[config.mk]
export PLATFORM = sky130hd
export DESIGN_NAME = alu_arbiter
export DESIGN_NICKNAME = d
export VERILOG_FILES = /design/src/rtl/alu_arbiter.sv
export SDC_FILE = /design/constraint.sdc
export NUM_CORES = 1
export LEC_CHECK = 0
export CAP_MARGIN = 20
export CORE_AREA = 2 2 39 41
export CTS_CLUSTER_SIZE = 20
export DETAILED_ROUTE_END_ITERATION = 10
export DIE_AREA = 0 0 41 43
export DONT_BUFFER_PORTS = 1
export PLACE_DENSITY = 0.4
export SLEW_MARGIN = 5
export SYNTH_ARGS = -nofsm -noshare
export SYNTH_HDL_FRONTEND = slang
export SYNTH_SLANG_ARGS = --single-unit
[constraint.sdc]
create_clock -name clk -period 1.35 [get_ports clk]
set_clock_uncertainty 0.05 [all_clocks]
set_input_delay 0.27 -clock clk [delete_from_list [all_inputs] [get_ports clk]]
set_output_delay 0.27 -clock clk [all_outputs]
set_load 0.1 [all_outputs]
[src/rtl/alu_arbiter.sv]
// alu_arbiter: round-robin owner of the shared modulo/compare ALU.
// One requester at a time is granted; the owner keeps the ALU until it
// drops its request, and the owner's command is muxed onto the ALU.
// A handover always passes through one idle cycle so the ALU operand mux
// switches cleanly.
// Optional feature: define ALU_ARB_PREEMPT_EN to compile in the hold counter
// and forced release. Under contention, an unlocked owner that has held the
// ALU for MAX_HOLD cycles is then released.
module alu_arbiter #(
  parameter int N_REQ    = 2,
  parameter int MODE_W   = 3,
  parameter int MAX_HOLD = 16,
  localparam int OW      = (N_REQ > 1) ? $clog2(N_REQ) : 1
) (
  input  logic                    clk,
  input  logic                    rst_ni,
  input  logic [N_REQ-1:0]        req_i,
  input  logic [N_REQ-1:0]        lock_i,
  input  logic [N_REQ*MODE_W-1:0] mode_i,
  output logic [N_REQ-1:0]        gnt_o,
  output logic [OW-1:0]           owner_o,
  output logic                    busy_o,
  output logic [MODE_W-1:0]       alu_mode_o,
  output logic                    preempt_o
);

  localparam logic [MODE_W-1:0] ALU_IDLE = MODE_W'(2);

  typedef enum logic {
    S_IDLE,
    S_OWNED
  } state_t;

  state_t             r_state;
  state_t             w_state_next;
  logic [N_REQ-1:0]   r_gnt;
  logic [N_REQ-1:0]   w_gnt_next;
  logic [OW-1:0]      r_owner;
  logic [OW-1:0]      w_owner_next;
  logic [OW-1:0]      r_last;
  logic [OW-1:0]      w_last_next;

  // Round-robin search: the requesters above the last owner are
  // candidates first. If none is found, the search wraps to the lowest
  // requester.
  logic [N_REQ-1:0]   w_above;
  logic [OW-1:0]      w_pick_hi;
  logic [OW-1:0]      w_pick_lo;
  logic [OW-1:0]      w_pick;
  logic [N_REQ-1:0]   w_pick_oh;
  logic               w_any_req;

  // Per-requester command slices for the ALU mux.
  logic [MODE_W-1:0]  w_mode_arr [N_REQ];

  genvar gi;
  generate
    for (gi = 0; gi < N_REQ; gi++) begin : g_req
      assign w_above[gi]    = req_i[gi] && (OW'(gi) > r_last);
      assign w_mode_arr[gi] = mode_i[gi*MODE_W +: MODE_W];
    end
  endgenerate

  assign w_any_req = |req_i;

  // Lowest set bit of each candidate set; a descending scan lets the lowest index win.
  always_comb begin
    w_pick_hi = '0;
    w_pick_lo = '0;
    for (int i = N_REQ - 1; i >= 0; i--) begin
      if (w_above[i]) w_pick_hi = OW'(i);
      if (req_i[i])   w_pick_lo = OW'(i);
    end
    w_pick    = (|w_above) ? w_pick_hi : w_pick_lo;
    w_pick_oh = {{(N_REQ-1){1'b0}}, 1'b1} << w_pick;
  end

`ifdef ALU_ARB_PREEMPT_EN
  localparam int HW = $clog2(MAX_HOLD);
  localparam logic [HW-1:0] HOLD_SAT = HW'(MAX_HOLD - 1);

  logic [HW-1:0] r_hold;
  logic [HW-1:0] w_hold_next;
  logic          r_preempt;
  logic          w_preempt_next;
  logic          w_other_req;

  // While OWNED, r_gnt holds only the owner's bit, so any remaining request belongs to another requester.
  assign w_other_req = |(req_i & ~r_gnt);
`else
  // Without preemption, lock and hold limit have no effect.
  logic w_unused;
  assign w_unused = (^lock_i) ^ (MAX_HOLD < 2);
`endif

  // Next-state and grant decisions for the IDLE/OWNED state machine.
  always_comb begin
    w_state_next   = r_state;
    w_gnt_next     = r_gnt;
    w_owner_next   = r_owner;
    w_last_next    = r_last;
`ifdef ALU_ARB_PREEMPT_EN
    w_hold_next    = r_hold;
    w_preempt_next = 1'b0;
`endif
    case (r_state)
      S_IDLE: begin
        if (w_any_req) begin
          w_gnt_next   = w_pick_oh;
          w_owner_next = w_pick;
          w_last_next  = w_pick;
          w_state_next = S_OWNED;
`ifdef ALU_ARB_PREEMPT_EN
          w_hold_next  = '0;
`endif
        end
      end
      S_OWNED: begin
        if (!req_i[r_owner]) begin
          // Normal release. r_last already names this owner, so it gets
          // the lowest priority in the next search.
          w_gnt_next   = '0;
          w_state_next = S_IDLE;
`ifdef ALU_ARB_PREEMPT_EN
        end else if ((r_hold == HOLD_SAT) && w_other_req && !lock_i[r_owner]) begin
          w_gnt_next     = '0;
          w_state_next   = S_IDLE;
          w_preempt_next = 1'b1;
        end else if (r_hold != HOLD_SAT) begin
          w_hold_next = r_hold + HW'(1);
`endif
        end
      end
      default: begin
        w_gnt_next   = '0;
        w_state_next = S_IDLE;
      end
    endcase
  end

  // State register; asynchronous reset drops the grant immediately.
  always_ff @(posedge clk or negedge rst_ni) begin
    if (!rst_ni) begin
      r_state <= S_IDLE;
      r_gnt   <= '0;
      r_owner <= '0;
      r_last  <= OW'(N_REQ - 1);
    end else begin
      r_state <= w_state_next;
      r_gnt   <= w_gnt_next;
      r_owner <= w_owner_next;
      r_last  <= w_last_next;
    end
  end

`ifdef ALU_ARB_PREEMPT_EN
  // Hold counter and forced-release pulse.
  always_ff @(posedge clk or negedge rst_ni) begin
    if (!rst_ni) begin
      r_hold    <= '0;
      r_preempt <= 1'b0;
    end else begin
      r_hold    <= w_hold_next;
      r_preempt <= w_preempt_next;
    end
  end

  assign preempt_o = r_preempt;
`else
  assign preempt_o = 1'b0;
`endif

  assign gnt_o      = r_gnt;
  assign owner_o    = r_owner;
  assign busy_o     = |r_gnt;
  // The mux is not registered, so the ALU sees the owner's command in the same cycle.
  assign alu_mode_o = busy_o ? w_mode_arr[r_owner] : ALU_IDLE;

endmodule
==> flow_metrics.env <==
export IMPL_holdWs_ps=130
export IMPL_wl_per_cell_um=11.8
export IMPL_yosys_top_cells_area="dfrtp_1 33%, mux2i_1 16%, dfstp_2 8.6%"
export IMPL_yosys_warnings=0
export IMPL_synth_top_cell_by_area="dfrtp_1"
export IMPL_gr_total_overflow=0
export IMPL_nFillCells=146
export IMPL_status="finished, violations left"
export IMPL_crit_type="flip-flop to output pin"
export IMPL_drv_slew=0
export IMPL_port_buffers=0
export IMPL_clk_latency_ps=240
export IMPL_track_usage_pct=9.90
export IMPL_die_width_um=41
export IMPL_firstDrtPassIters=2
export IMPL_root_buffer="clkbuf_4"
export IMPL_synth_edf_count=0
export IMPL_antenna_found_initial=0
export IMPL_yosysUniqueCellTypes=17
export IMPL_syn_num_nets=42
export IMPL_path_clk_slew_ps=40
export IMPL_grt_first_pass_wirelength_um=1090
export IMPL_cts_tree="built"
export IMPL_numCtsBuffers=3
export IMPL_initial_utilization_pct=22.2
export IMPL_cts_path_max_buffers=2
export IMPL_antenna_left=0
export IMPL_synth_most_common_cell="mux2i_1"
export IMPL_cp_arrival_ps=1240
export IMPL_routed_wl_um=673
export IMPL_crit_path_start_kind="flip-flop"
export IMPL_route_vias_total=249
export IMPL_maxCapViolCount=0
export IMPL_multi_input_area_um2=209
export IMPL_grt_setup_unrepaired="yes"
export IMPL_cp_required_ps=1030
export IMPL_cp_max_fo=2
export IMPL_drt_initial_drc_count=1
export IMPL_num_nets_final=54
export IMPL_regArea_um2=138
export IMPL_synth_area_um2=307
export IMPL_via_per_inst=4.37
export IMPL_finalCritPeriodShare_pct=115
export IMPL_synth_common_cells="5 x mux2i_1, 4 x dfrtp_1, 4 x nor2_1"
export IMPL_yosys_register_bits=5
export IMPL_areaGrowthSynthToFinish_pct=68.2
export IMPL_syn_inst=30
export IMPL_fp_row_count=14
export IMPL_dieArea_um2=1760
export IMPL_drive_above_1_share_pct=56.1
export IMPL_max_freq_mhz=643
export IMPL_clkSinkCount=5
export IMPL_layout_min_cycle_time_ps=1560
export IMPL_hold_viol_final=0
export IMPL_drc=0
export IMPL_finish_utilization_pct=37.3
export IMPL_syn_avg_cell_area_um2=10.2
export IMPL_setup_tns_ps=-839
export IMPL_io_pins=20
export IMPL_dieHeight_um=43
export IMPL_worstSetupEndpointType="output pin"
export IMPL_violations="setup timing"
export IMPL_grt_max_degree=6
export IMPL_ys_flop_type="dfrtp_1"
export IMPL_htree_levels=1
export IMPL_place_gp_congestion=0.658
export IMPL_antennaDiodeCount=0
export IMPL_synth_top_area_share_pct=32.7
export IMPL_grt_pass1_vias=261
export IMPL_async_flop_share_pct=100
export IMPL_core_area_um2=1380
export IMPL_synth_seq_area_share_pct=41.2
export IMPL_setup_violations_final=5
export IMPL_min_delay_path_class="input port to flip-flop"
export IMPL_finalWorstSetupSlack_ps=-206
## stage by stage
stage                     cells  setup slack (ps)  cell area [um2]
after floorplan              30              -719              360
after global placement       51             -95.7              439
after detailed placement     51              -108              439
after CTS                    57              -234              515
after global routing         57              -255              515
final                        57              -206              515
## registers in the layout, summed over array words and instances (netlist names)
name / flops
gnt_o: 2
r_state: 1
r_last: 1
owner_o: 1
## cell families (layout without fill, tap and decap cells)
family | Yosys count | in the layout | synth area share, %
and+or+nand+nor | 9 | 9 | 13.5
AOI/OAI and AO/OA | 6 | 6 | 13.1
muxes | 6 | 6 | 23.7
DFF | 5 | 5 | 41.2
buffers and inverters | 3 | 14 | 7.35
other | 1 | 1 | 1.22
## worst max-delay path, cell delays in order (launching register included)
cell	delay [ps]
dfrtp_4	480
nor2_4	150
buf_4	160
nor2_4	40
buf_12	160
## routing by layer
metal | track usage (%) | wire length, um
met1 | 9.84 | 277
met2 | 15.0 | 323
met3 | 8.90 | 72
met4 | 2.00 | 0
met5 | 0 | 0
## cells in the final DEF, fill, tap and decap left out, types with 2 or more instances in the layout
cell      n
mux2i_1   4
nor2_4    3
clkbuf_4  3
dfrtp_4   3
buf_4     3
buf_12    3
mux2i_4   2
a21oi_1   2
nand2b_1  2
buf_6     2
## final timing paths
check,startpoint,endpoint,slack (ps),depth (start not counted)
min in group asynchronous,rst_ni,r_state$_DFF_PN0_,280,1
setup / recovery,gnt_o[1]$_DFFE_PN0P_,alu_mode_o[0],-210,4
hold reg to reg,r_last$_DFFE_PN1P_,r_last$_DFFE_PN1P_,450,2
setup reg to reg,owner_o$_DFFE_PN0P_,gnt_o[1]$_DFFE_PN0P_,90,4
hold / removal,req_i[0],r_state$_DFF_PN0_,130,2
max in group asynchronous,rst_ni,r_last$_DFFE_PN1P_,720,1
## layout make-up
class                           instances  area share (%)
Inverter                                1            1.46
Sequential cell                         5            26.7
Timing Repair Buffer                    9            22.3
Multi-Input combinational cell         22            40.5
Clock buffer                            4            5.10
Tap cell                               16            3.88
## timing repair
item,CTS,global route
endpoints found under the setup margin,5,5
resized for setup,7,0
buffers inserted,1,0
pin swaps,1,0
hold buffers,1,0
endpoints found under the hold margin,5,0
Power is left out: the tool's default activity adds up to more than one toggle a clock period on the data nets, which glitch-free logic cannot reach.
